===== src/rtl/mips_pkg.sv =====
// Shared definitions for the instruction-memory loader: state encoding and widths.
package mips_pkg;

  localparam int unsigned IMEM_ADDR_W = 8;
  localparam int unsigned INSTR_W     = 32;

  typedef enum logic [2:0] {
    StIdle,
    StLenHi,
    StLenLo,
    StData,
    StWrite,
    StCsum,
    StDone,
    StErr
  } loader_state_e;

endpackage


===== src/rtl/word_packer.sv =====
// Big-endian byte-to-word assembler: the first byte shifted in ends up in the top byte.
module word_packer
  import mips_pkg::*;
(
  input  logic               clk,
  input  logic               reset,
  input  logic               clear,
  input  logic               shift_en,
  input  logic [7:0]         byte_in,
  output logic [INSTR_W-1:0] word,
  output logic               full
);

  logic [1:0]         cnt_q;
  logic [INSTR_W-1:0] word_q;

  always_ff @(posedge clk) begin
    if (reset || clear) begin
      cnt_q  <= '0;
      word_q <= '0;
    end else if (shift_en) begin
      cnt_q  <= cnt_q + 2'd1;
      word_q <= {word_q[INSTR_W-9:0], byte_in};
    end
  end

  assign word = word_q;
  // High on the shift that completes a word; the counter wraps back to zero on it.
  assign full = shift_en && (cnt_q == 2'd3);

endmodule


===== src/rtl/imem_loader.sv =====
// Loads a length/payload/checksum framed byte stream into instruction memory
// while holding the processor in reset.
module imem_loader
  import mips_pkg::*;
#(
  parameter int unsigned ADDR_W = IMEM_ADDR_W
) (
  input  logic               clk,
  input  logic               reset,
  input  logic               start,
  input  logic               byte_valid,
  input  logic [7:0]         byte_data,
  output logic               byte_ready,
  output logic               imem_we,
  output logic [ADDR_W-1:0]  imem_addr,
  output logic [INSTR_W-1:0] imem_wdata,
  output logic               cpu_hold,
  output logic               busy,
  output logic               done,
  output logic               err,
  output logic [ADDR_W:0]    word_count
);

  localparam int unsigned MaxWords = 2 ** ADDR_W;

  loader_state_e state_q, state_d;

  logic [15:0]        len_q;
  logic [7:0]         csum_q;
  logic [ADDR_W-1:0]  addr_q;
  logic [ADDR_W:0]    count_q;
  logic [INSTR_W-1:0] pack_word;
  logic               pack_full;

  logic        xfer;
  logic        start_ok;
  logic [15:0] len_rx;
  logic        len_ok;
  logic        last_word;

  assign xfer      = byte_valid && byte_ready;
  assign start_ok  = start && (state_q inside {StIdle, StDone, StErr});
  assign len_rx    = {len_q[15:8], byte_data};
  assign len_ok    = (len_rx != 16'd0) && (32'(len_rx) <= MaxWords);
  assign last_word = (32'(count_q) + 32'd1) == 32'(len_q);

  word_packer u_word_packer (
    .clk      (clk),
    .reset    (reset),
    .clear    (start_ok),
    .shift_en ((state_q == StData) && xfer),
    .byte_in  (byte_data),
    .word     (pack_word),
    .full     (pack_full)
  );

  always_ff @(posedge clk) begin
    if (reset) begin
      state_q <= StIdle;
    end else begin
      state_q <= state_d;
    end
  end

  always_comb begin
    state_d = state_q;
    case (state_q)
      StIdle, StDone, StErr: if (start) state_d = StLenHi;
      StLenHi:               if (xfer) state_d = StLenLo;
      StLenLo:               if (xfer) state_d = len_ok ? StData : StErr;
      StData:                if (xfer && pack_full) state_d = StWrite;
      StWrite:               state_d = last_word ? StCsum : StData;
      StCsum:                if (xfer) state_d = (byte_data == csum_q) ? StDone : StErr;
      default:               state_d = StIdle;
    endcase
  end

  always_comb begin
    byte_ready = 1'b0;
    imem_we    = 1'b0;
    busy       = 1'b0;
    done       = 1'b0;
    err        = 1'b0;
    case (state_q)
      StLenHi, StLenLo, StData, StCsum: begin
        byte_ready = 1'b1;
        busy       = 1'b1;
      end
      StWrite: begin
        imem_we = 1'b1;
        busy    = 1'b1;
      end
      StDone:  done = 1'b1;
      StErr:   err  = 1'b1;
      default: ;
    endcase
    // A failed load keeps the core parked so it never runs a partial image.
    cpu_hold = busy | err;
  end

  always_ff @(posedge clk) begin
    if (reset) begin
      len_q   <= '0;
      csum_q  <= '0;
      addr_q  <= '0;
      count_q <= '0;
    end else if (start_ok) begin
      csum_q  <= '0;
      addr_q  <= '0;
      count_q <= '0;
    end else begin
      if (state_q == StLenHi && xfer) len_q[15:8] <= byte_data;
      if (state_q == StLenLo && xfer) len_q[7:0]  <= byte_data;
      if (state_q == StData && xfer)  csum_q      <= csum_q ^ byte_data;
      if (state_q == StWrite) begin
        addr_q  <= addr_q + ADDR_W'(1);
        count_q <= count_q + (ADDR_W + 1)'(1);
      end
    end
  end

  assign imem_addr  = addr_q;
  assign imem_wdata = imem_we ? pack_word : '0;
  assign word_count = count_q;

endmodule


===== config.mk =====
export PLATFORM = sky130hd
export DESIGN_NAME = imem_loader
export DESIGN_NICKNAME = d
export VERILOG_FILES = /design/src/rtl/mips_pkg.sv /design/src/rtl/word_packer.sv /design/src/rtl/imem_loader.sv
export SDC_FILE = /design/constraint.sdc
export NUM_CORES = 1
export LEC_CHECK = 0
export BUFFER_PORTS_ARGS = -buffer_cell sky130_fd_sc_hd__buf_2
export CAP_MARGIN = 20
export CORE_ASPECT_RATIO = 0.9
export CORE_UTILIZATION = 50
export CTS_CLUSTER_SIZE = 25
export DETAILED_ROUTE_END_ITERATION = 8
export PLACE_DENSITY = 0.71
export SLEW_MARGIN = 5
export SYNTH_ARGS = -nofsm -noshare
export SYNTH_HDL_FRONTEND = slang
export SYNTH_HIERARCHICAL = 1
export SYNTH_SLANG_ARGS = --single-unit

===== constraint.sdc =====
create_clock -name clk -period 3.7 [get_ports clk]
set_input_delay 0.185 -clock clk [delete_from_list [all_inputs] [get_ports clk]]
set_output_delay 0.185 -clock clk [all_outputs]
set_load 0.1 [all_outputs]

### Yosys cells after proc, flatten, opt, wreduce, memory -nomap -nowiden

Index checks and enable logic that the tools add are counted.
W data, S select, Z words.

* memory bits (read-only): 0
* logic and storage cells: 65
* bits in latches: 0
* memories: 0
* RAM bits: 0
* register bits: 78
* output and inout port bits: 55
* input port bits: 12

* $add $sub $neg: 4
* shifts and indexed selects: 0
* multiplexer cells: 15
* bitwise logic cells: 3
* multiply operators: 0
* equality and inequality tests: 15
* reduce and logical (&&, ||, !) cells: 19
* divide/modulo/power cells: 0
* magnitude comparators: 1

Operator list (count)
* $mux W32: 1
* $mux W3: 7
* $pmux W3 S6: 1
* $eq A10 B16 Y1: 1
* $le A16 B9 Y1 const B: 1
* $reduce_bool A16 Y1: 1
* $eq A3 B3 Y1 const B: 4
* $add A9 B1 Y10 const B: 1
* $add A9 B1 Y9 const B: 1
* $add A8 B1 Y8 const B: 1
* $eq A8 B8 Y1: 1
* $logic_and A1 B1 Y1: 8
* $ne A2 B2 Y1 const B: 4
* $xor A8 B8 Y8: 1
* $eq A3 B2 Y1 const B: 2
* $mux W1: 6
* $reduce_and A5 Y1: 1
* $reduce_or A5 Y1: 1
* $reduce_and A2 Y1: 2
* $reduce_or A4 Y1: 1
* $eq A3 B1 Y1 const B: 1
* $logic_not A3 Y1: 1
* $reduce_bool A3 Y1: 1
* $reduce_or A3 Y1: 1
* 7 further kinds: 7

### Logic depth before layout (Yosys ltp)

Gate-level depths: netlist of the first run.

* depth after elaboration: 9
* mapped depth: 11
* mapped depth without buffers: 8

### Cells and area by module

The synthesis of the first run kept the hierarchy.

By module, submodules not included
* imem_loader: area an instance 2571.2 µm², sequential area each 880.8 µm², instances 1, cells each 317
* word_packer: area an instance 1276.2 µm², sequential area each 680.7 µm², instances 1, cells each 113

### Least setup slack after synthesis of the first run

Ideal clock, no wire load.

* kind: register to output
* start: register state_q[1]
* end: output imem_wdata[22]
* slack: 862 ps
* stages on the path, launching flop included: 5
* data required time: 3515 ps
* path buffers: 2
* data arrival time: 2653 ps
* cells stage by stage: dfxtp_1 -> buf_2 -> nor3b_4 -> clkbuf_1 -> and2_1

* longest elaborated chain between the ends: 3

RTL lines
* start, declared: RTL line imem_loader.sv:26 `loader_state_e state_q, state_d;`
* start signal, assigned: RTL line imem_loader.sv:59 `state_q <= StIdle;`
* start signal, assigned: RTL line imem_loader.sv:61 `state_q <= state_d;`
* $eq A3 B3 Y1: RTL line imem_loader.sv:84 `case (state_q)`
* $mux W1: RTL line imem_loader.sv:84
* net imem_we: RTL line imem_loader.sv:14 `output logic imem_we,`
* $mux W32: RTL line imem_loader.sv:123 `assign imem_wdata = imem_we ? pack_word : '0;`
* end, declared: RTL line imem_loader.sv:16 `output logic [INSTR_W-1:0] imem_wdata,`

The timed path passes the listed nets, and every way through them passes these cells.

### Final worst setup path of the first run

* start: register state_q[2]
* end: output imem_wdata[0]

* longest elaborated chain between the ends: 3

RTL lines (RTL line)
* $eq A3 B3 Y1: imem_loader.sv:84
* $mux W1: imem_loader.sv:84
* $mux W32: imem_loader.sv:123

No other way between the ends.

==> results of run 1 <==
critical path, cell delays in order, from the launching register on:
cell	delay, ps
dfxtp_1	630
nor3b_4	270
buf_4	370
and2_1	190
buf_2	420
metal layers:
metal	vias to the layer above	part of all wire	routed length (um)
li1	1535	-	-
met1	1410	0.48	3800
met2	92	0.45	3510
met3	4	0.059	458
met4	0	0.0087	68
met5	-	0	0
worst paths after layout:
kind	cells past startpoint	slack (ps)	end	from
setup / recovery	4	1270	imem_wdata[0]	state_q[2]
hold / removal	3	140	len_q[10]	byte_data[2]
setup reg to reg	5	1510	word_count[0]	state_q[0]
hold reg to reg	2	470	len_q[15]	len_q[15]
power breakdown:
group          switching [mW]  internal (mW)  total [mW]  leakage, nW
sequential             0.0340          0.857       0.891        0.629
clock                   0.331          0.321       0.652        0.102
combinational           0.211         0.0832       0.294         1.03
sequential cells by signal (all words and copies together) (netlist names):
signal and flops:
state_q 3, u_word_packer/cnt_q 2, imem_addr 8, len_q 16, word_count 9, u_word_packer/word 32
csum_q 8
stage by stage:
step / util / cells / hold WS [ps] / worst slack (ps)
6_report: 0.598 / 582 / 143 / 1270
5_1_grt: 0.598 / 582 / 130 / 1120
4_1_cts: 0.598 / 582 / 122 / 1250
3_5_place_dp: 0.570 / 566 / 459 / 1560
3_3_place_gp: 0.570 / 566 / 447 / 1650
2_1_floorplan: - / 430 / 321 / 862
layout by cell type, fill, tap and decap left out, types with 4 or more instances in the layout:
cell type / synthesis / final
nor2_1: 78 / 78
dfxtp_1: 78 / 78
buf_2: 11 / 66
mux2i_1: 44 / 44
nand2_1: 39 / 39
and2_1: 33 / 33
xor2_1: 30 / 30
xnor2_1: 13 / 13
a21oi_1: 11 / 11
clkbuf_8: 0 / 9
nor3_1: 7 / 7
nand4_1: 6 / 6
and3_1: 6 / 5
nand3_1: 5 / 5
nor2b_1: 4 / 4
nor4_1: 4 / 4
logic make-up (layout without fill, tap and decap cells):
logic type | count (synthesis) | in the layout | share of synthesized area
AND/OR/NAND/NOR | 199 | 199 | 0.256
flip-flops | 78 | 78 | 0.406
XOR/XNOR | 44 | 44 | 0.105
multiplexers | 44 | 44 | 0.114
AO/OA/AOI/OAI | 32 | 32 | 0.0579
buffers and inverters | 30 | 89 | 0.0514
adder cells (fa/ha/maj) | 3 | 3 | 0.00976
layout make-up:
class	count	share of cell area
clock buffer	9	0.0285
clock inverter	7	0.0185
inverter	4	0.00346
multi-input combinational	322	0.482
sequential	78	0.360
tap	93	0.0268
timing repair buffer	69	0.0813
==> out/metrics.csv, run 1 <==
stage;metric;value;unit
worst_setup_path;critPathKind;register to primary output;
synthesis;synth-seq-area-share;0.406;
detailed_routing;drt.antenna.violating_nets;0;
placed_design;dpl.hpwl;5350;um
detailed_routing;drc;0;
placed_design;routabilityCongestion;0.799;
worst_setup_path;cp_max_fo;44;
floorplan;io_pins;67;
sta;worst_slew_pin_slew;948;ps
grt;grt_max_degree;45;
sta;rsz0062_at_grt;false;
placed_design;io_buffers;66;
detailed_routing;drtIter0Drc;201;
clock_tree;cts.sinks;78;
synthesis;synth_edf_count;0;
flow_run;maxCapViolations;0;
synthesis;netlist_top_cells_area;dfxtp_1 41%, mux2i_1 11%, nor2_1 7.6%;
placed_design;place_area;4140;sq um
synthesis;synth.avg_cell_area;8.95;sq um
sta;max_slew_margin;0.368;
detailed_routing;drt-pass1-iter-count;4;
floorplan;core;7260;sq um
clock_tree;cts_resized;0;
floorplan;initial_core_util;0.530;
clock_tree;clk_latency;340;ps
pwr;power_leakage;1.76;nW
grt;grt_overflow;0;
synthesis;synth_top_flop_cell;dfxtp_1;
final_layout;syn2layout_area_growth;12.8;%
detailed_routing;viasPerCell;5.23;
sta;hold_violations;0;
clock_tree;h-tree-depth;3;
sta;fin_crit;2430;ps
worst_setup_path;crit_required;3510;ps
worst_setup_path;cp_data_arrival_time;2250;ps
sta;slew_violations;0;
synthesis;netlist_area;3850;sq um
grt;antenna_found_initial;0;
floorplan;dieWidth;94.5;um
grt;met2_usage;0.314;
floorplan;die_area;8050;sq um
pwr;peakVddDrop;256;uV
grt;grt_pass1_wl;12700;um
clock_tree;cts_buffer_depth;2;
sta;tns;0;ps
clock_tree;cts_hold_buf;0;
outcome;status;completed;
clock_tree;cts_tree;done;
synthesis;synth_cells;430;
final_layout;seqCellArea;1560;sq um
clock_tree;cts_buffers;9;
sta;final.setup_skew;9.31;ps
synthesis;ys_types;51;
grt;first_global_vias;2726;
grt;use_met3;0.0627;
pwr;finalPower;1.84;mW
floorplan;rows;29;
final_layout;fin_area;4340;sq um
final_layout;fillers;672;
worst_setup_path;cp-start-kind;register;
min_path;worstHoldPathType;input pin to register;
synthesis;synth_nets;445;
final_layout;layout-drive-gt1-share;0.198;
sta;fmaxAchievable;411;MHz
pwr;pwr_density_cell;423;nW/um^2
synthesis;yosysTopAreaCellShare;0.406;
final_layout;num_antenna_cells;0;
worst_setup_path;endpoint_kind;primary output;
sta;fin_crit_sh;0.657;
synthesis;ys_warn_count;6;
synthesis;yosysTopAreaCell;dfxtp_1;
synthesis;synthArstFlopShare;0;
grt;grt.busiest_layer;met2;
detailed_routing;wl_per_cell;13.5;um
clock_tree;path_clk_slew;80;ps
synthesis;ys_seq_elements;78;
grt;use_met1;0.274;
clock_tree;cts-root-buf;clkbuf_8;
grt;grt_usage;0.203;
final_layout;nets;499;
detailed_routing;wirelength;7830;um
clock_tree;cts_setup_buffers;0;
synthesis;synth_common_cells;78 x dfxtp_1, 78 x nor2_1, 44 x mux2i_1;
sta;setup_viol;0;
final_layout;multi_input_area;2090;sq um
floorplan;fp.dieH;85.2;um
detailed_routing;vias;3041;
Note: power is estimated with default switching activity, not from simulation.
==> inputs of run 2 (changes only) <==
==> constraint.sdc (replaced) <==
create_clock -name clk -period 2.3 [get_ports clk]
set_input_delay 0.115 -clock clk [delete_from_list [all_inputs] [get_ports clk]]
set_output_delay 0.115 -clock clk [all_outputs]
set_load 0.1 [all_outputs]
==> run 2 against run 1 <==
Hold slack worse by 67 ps. Non-clock buffer count is 3 higher. Sequential power is 59% higher. Routed wire length is 10% higher. Core utilization is 7.7 points higher. Global-route usage is 2.8 points higher. Sequential share of layout area is 4.0 points lower. Count of clock-buffer cells in the layout is 1 higher. Register-to-register slack worse by 1200 ps. Power is 65% higher. Combinational power is 70% higher. Critical path type unchanged. Largest cell class unchanged.
==> out/metrics.csv, run 2 (synthesis gave the netlist of run 1 again) <==
stage;metric;value;unit
outcome;status;completed;
final_layout;num_antenna_cells;0;
detailed_routing;vias;3197;
detailed_routing;wirelength;8620;um
sta;tns;0;ps
grt;grt_pass1_wl;14600;um
worst_setup_path;crit_path_frequent_cell;buf_12;
clock_tree;cts_tree;done;
sta;max_slew_margin;0.432;
pwr;peakVddDrop;391;uV
worst_setup_path;crit_required;2180;ps
clock_tree;cts_buffers;9;
placed_design;io_buffers;66;
final_layout;layout_common_cells;78 x nor2_1, 73 x dfxtp_1, 44 x mux2i_1;
min_path;worstHoldStart;byte_data[0];
sta;fin_crit;2060;ps
min_path;worstHoldPathType;input pin to register;
placed_design;routabilityCongestion;0.835;
clock_tree;cts-root-buf;clkbuf_8;
worst_setup_path;cp_cell_sequence;buf_4, nor3b_4, buf_12, and2_1, buf_12;
floorplan;initial_core_util;0.530;
detailed_routing;wl_met3;588;um
worst_setup_path;regToRegStartpoint;word_count[0];
detailed_routing;drt.antenna.violating_nets;0;
clock_tree;h-tree-depth;3;
pwr;power_leakage;1.87;nW
final_layout;finalNonFillerCells;585;
worst_setup_path;crit_end;imem_wdata[21];
worst_setup_path;regToRegSetupSlack;280;ps
sta;fin_crit_sh;0.897;
detailed_routing;top_layer;met4;
clock_tree;clk_latency;350;ps
placed_design;place_area;4680;sq um
placed_design;dpl.cell_count;568;
worst_setup_path;cp_data_arrival_time;1950;ps
worst_setup_path;reg2reg_to;state_q[1];
worst_setup_path;worst_path_max_delay_cell;dfxtp_1;
grt;antenna_found_initial;0;
grt;grt_overflow;0;
final_layout;final_common_cell;nor2_1;
grt;grt_max_degree;43;
worst_setup_path;reg2reg_depth;6;
pwr;pwr_density_cell;619;nW/um^2
detailed_routing;drc;0;
sta;hold_violations;0;
detailed_routing;wl_met1;3800;um
sta;slew_violations;0;
clock_tree;cts_hold_buf;0;
flow_run;maxCapViolations;0;
final_layout;largest_reg_flops;32;
sta;fmaxAchievable;485;MHz
final_layout;nets;502;
detailed_routing;route.met2.wl;4140;um
worst_setup_path;critical-path-max-stage-delay;450;ps
final_layout;layout-drive-gt1-share;0.211;
grt;grt_usage;0.231;
worst_setup_path;critPathKind;register to primary output;
detailed_routing;drtIter0Drc;232;
sta;setup_viol;0;
grt;first_global_vias;3066;
floorplan;die_area;8050;sq um
placed_design;dpl.hpwl;6010;um
detailed_routing;viasPerCell;5.46;
floorplan;rows;29;
floorplan;fp.dieH;85.2;um
clock_tree;cts.sinks;78;
final_layout;syn2layout_area_growth;27.3;%
detailed_routing;wl_per_cell;14.7;um
sta;final.setup_skew;5.28;ps
worst_setup_path;startpoint;state_q[2];
clock_tree;path_clk_slew;80;ps
worst_setup_path;endpoint_kind;primary output;
floorplan;core;7260;sq um
worst_setup_path;cp-start-kind;register;
sta;whs;76.3;ps
worst_setup_path;cp_max_fo;36;
clock_tree;cts_buffer_depth;2;
floorplan;dieWidth;94.5;um
detailed_routing;drt-pass1-iter-count;6;
final_layout;fillers;559;
final_layout;fin_area;4900;sq um
sta;worst_slew_pin_slew;852;ps
floorplan;io_pins;67;
sta;rsz0062_at_grt;false;
==> run 2: timing repair <==
item                                    in CTS  in global routing
setup buffers                                1                  0
resized for setup                            0                  0
endpoints found under the setup margin      10                  0
==> run 2: how the worst min path moves through the flow <==
stage | endpoint | slack (ps) | cells past startpoint
CTS | len_q[8] | 60 | 3
finish | len_q[8] | 80 | 3
global placement | len_q[10] | 430 | 3
detailed placement | len_q[11] | 440 | 3
floorplan | len_q[12] | 250 | 2
global route | len_q[11] | 70 | 3
==> run 2: through the flow <==
step                power (mW)  setup slack, ps  utilization
floorplan                 1.87             1.72            -
global placement          1.94              343        0.644
detailed placement        1.95              274        0.644
CTS                       3.05              218        0.675
global route              3.16              113        0.675
finish                    3.03              238        0.675
==> run 2: layer usage <==
| metal | global-route usage | vias to the layer above |
|---|---|---|
| li1 | - | 1551 |
| met1 | 0.287 | 1520 |
| met2 | 0.386 | 116 |
| met3 | 0.0681 | 10 |
| met4 | 0.0730 | 0 |
| met5 | 0 | - |
==> run 2: critical path: cells and delay by family, from the launching register on <==
kind	cells	cell delay (ps)
buffers and inverters	3	620
flip-flops	1	450
AND/OR/NAND/NOR	2	510
==> run 2: power by group <==
part	internal [mW]	total, mW	switching [mW]
logic	0.143	0.500	0.357
clock network	0.610	1.11	0.504
registers	1.38	1.42	0.0407
total	2.13	3.03	0.901
==> run 2: cell type report <==
cell class | instances | area [sq um] | area share
clock inverter | 6 | 86.3 | 0.0176
multi-input combinational | 322 | 2090 | 0.427
clock buffer | 10 | 128 | 0.0261
sequential | 78 | 1570 | 0.320
inverter | 4 | 15.0 | 0.00307
tap | 93 | 116 | 0.0238
timing repair buffer | 72 | 896 | 0.183
==> inputs of run 3 (changes only) <==
--- a/config.mk
+++ b/config.mk
@@ -8,10 +8,10 @@
 export BUFFER_PORTS_ARGS = -buffer_cell sky130_fd_sc_hd__buf_2
 export CAP_MARGIN = 20
 export CORE_ASPECT_RATIO = 0.9
-export CORE_UTILIZATION = 50
+export CORE_UTILIZATION = 56
 export CTS_CLUSTER_SIZE = 25
 export DETAILED_ROUTE_END_ITERATION = 8
-export PLACE_DENSITY = 0.71
+export PLACE_DENSITY = 0.79
 export SLEW_MARGIN = 5
 export SYNTH_ARGS = -nofsm -noshare
 export SYNTH_HDL_FRONTEND = slang
==> run 3 against run 2 <==
Register-to-register slack got worse by 50 ps. Critical endpoint is now csum_q[1]. First-iteration DRC count rose by 3.9%. Hold slack barely moved. Design area increased by 1.5%. Final cell count did not move. Worst setup slack got worse by 5.6 ps. Critical path depth is the same. Die area down 10%. Maximum frequency is 0.27% lower.
==> out/metrics.csv, run 3 (synthesis gave the netlist of run 1 again) <==
stage;metric;value;unit
outcome;status;completed;
worst_setup_path;critPathKind;register to register;
sta;fin_crit_sh;0.899;
detailed_routing;wirelength;9160;um
sta;fmaxAchievable;484;MHz
placed_design;io_buffers;66;
detailed_routing;top_layer;met4;
floorplan;fp.dieH;80.6;um
final_layout;fillers;445;
min_path;worstHoldStart;byte_data[3];
clock_tree;path_clk_slew;80;ps
placed_design;dpl.hpwl;6260;um
clock_tree;cts_buffer_depth;2;
detailed_routing;wl_per_cell;15.7;um
worst_setup_path;regToRegStartpoint;state_q[1];
min_path;worstHoldPathType;input pin to register;
sta;rsz0062_at_grt;false;
clock_tree;cts_tree;done;
final_layout;syn2layout_area_growth;29.2;%
final_layout;largest_reg_flops;32;
sta;tns;0;ps
worst_setup_path;reg2reg_depth;5;
placed_design;place_ws;285;ps
final_layout;num_antenna_cells;0;
grt;grt_max_degree;43;
detailed_routing;drc;0;
final_layout;nets;505;
worst_setup_path;endpoint_kind;register;
pwr;pwr-share-seq;0.446;
floorplan;io_pins;67;
grt;grt_usage;0.268;
worst_setup_path;cp_max_fo;25;
grt;grt_pass1_wl;14500;um
detailed_routing;drtIter0Drc;241;
grt;antenna_found_initial;0;
sta;final.setup_skew;10.0;ps
worst_setup_path;cp-start-kind;register;
pwr;power_leakage;1.91;nW
pwr;p_sw_frac;0.286;
detailed_routing;vias;3212;
detailed_routing;route.met2.wl;4550;um
sta;max_slew_margin;0.410;
final_layout;final_common_cell;nor2_1;
sta;hold_violations;0;
floorplan;die_area;7210;sq um
flow_run;maxCapViolations;0;
detailed_routing;viasPerCell;5.49;
sta;fin_crit;2070;ps
detailed_routing;drt-pass1-iter-count;4;
pwr;power_switching;914;uW
final_layout;multi_input_area;2090;sq um
worst_setup_path;cp_data_arrival_time;2260;ps
grt;first_global_vias;3008;
final_layout;layout_common_cells;78 x nor2_1, 73 x dfxtp_1, 44 x mux2i_1;
min_path;holdPathStages;3;
floorplan;initial_core_util;0.581;
worst_setup_path;regToRegSetupSlack;230;ps
detailed_routing;drt.antenna.violating_nets;0;
sta;setup_viol;0;
worst_setup_path;crit_required;2490;ps
final_layout;seqCellArea;1570;sq um
grt;grt_overflow;0;
pwr;intPower;2.28;mW
placed_design;routabilityCongestion;0.854;
sta;worst_slew_pin_slew;885;ps
floorplan;rows;28;
detailed_routing;wl_met3;633;um
clock_tree;h-tree-depth;3;
worst_setup_path;reg2reg_to;csum_q[1];
floorplan;core;6620;sq um
clock_tree;clk_latency;350;ps
clock_tree;cts.sinks;78;
pwr;p_comb_frac;0.157;
floorplan;dieWidth;89.4;um
pwr;p_clk_frac;0.397;
pwr;pwr_density_cell;643;nW/um^2
pwr;peakVddDrop;554;uV
detailed_routing;wl_met1;3730;um
clock_tree;cts_hold_buf;0;
sta;slew_violations;0;
sta;setup_ws;232;ps
clock_tree;cts_buffers;9;
min_path;min_to;len_q[11];
final_layout;layout-drive-gt1-share;0.218;
clock_tree;cts-root-buf;clkbuf_8;
-- run 3: power by group through the flow --
stage,clock [mW],sequential (mW),combinational [mW]
after CTS,1.28,1.42,0.494
after global routing,1.34,1.43,0.533
after global placement,0,1.45,0.483
after floorplan,0,1.43,0.440
after detailed placement,0,1.46,0.492
final,1.27,1.43,0.501
-- run 3: area by class of cell --
class                   instances  share of cell area
multi-input cells             322               0.420
flip-flops and latches         78               0.315
repair buffers                 75               0.187
clock buffers                  10              0.0277
clock inverters                 6              0.0234
well taps                      90              0.0227
inverters                       4             0.00302
-- run 3: routing by layer --
layer  GRT usage  vias up
met1       0.329     1510
met5           0        -
met4      0.0794        0
met2       0.444      130
met3      0.0894       25
li1            -     1547
-- run 3: critical path, stage by stage (launching register included) --
cell	delay [ps]
dfxtp_1	470
nor3_1	360
a21oi_2	90
nor2b_1	160
or2_1	700
nor2_1	140
-- run 3: metrics by stage --
step / power (mW) / cell area (sq um) / hold slack [ps] / instances / utilization
finish: 3.19 / 4970 / 75.9 / 585 / 0.751
CTS: 3.20 / 4930 / 53.7 / 581 / 0.744
floorplan: 1.87 / 3850 / 251 / 430 / -
global placement: 1.94 / 4670 / 429 / 565 / 0.706
global route: 3.31 / 4970 / 75.1 / 585 / 0.751
detailed placement: 1.95 / 4670 / 436 / 565 / 0.706
-- run 3: worst max path at each step --
stage | startpoint | end | slack, ps | cells after the start
CTS | state_q[2] | imem_wdata[1] | 60 | 5
detailed placement | state_q[1] | csum_q[1] | 290 | 5
finish | state_q[1] | csum_q[1] | 230 | 5
global route | state_q[1] | csum_q[1] | 120 | 5
floorplan | word_count[5] | state_q[1] | 2 | 5
global placement | state_q[1] | state_q[2] | 430 | 7
-- run 3: repair_timing --
item / 4_1_cts / 5_1_grt
gates resized for setup: 0 / 0
setup buffers: 0 / 4
setup endpoints to repair: 0 / 32
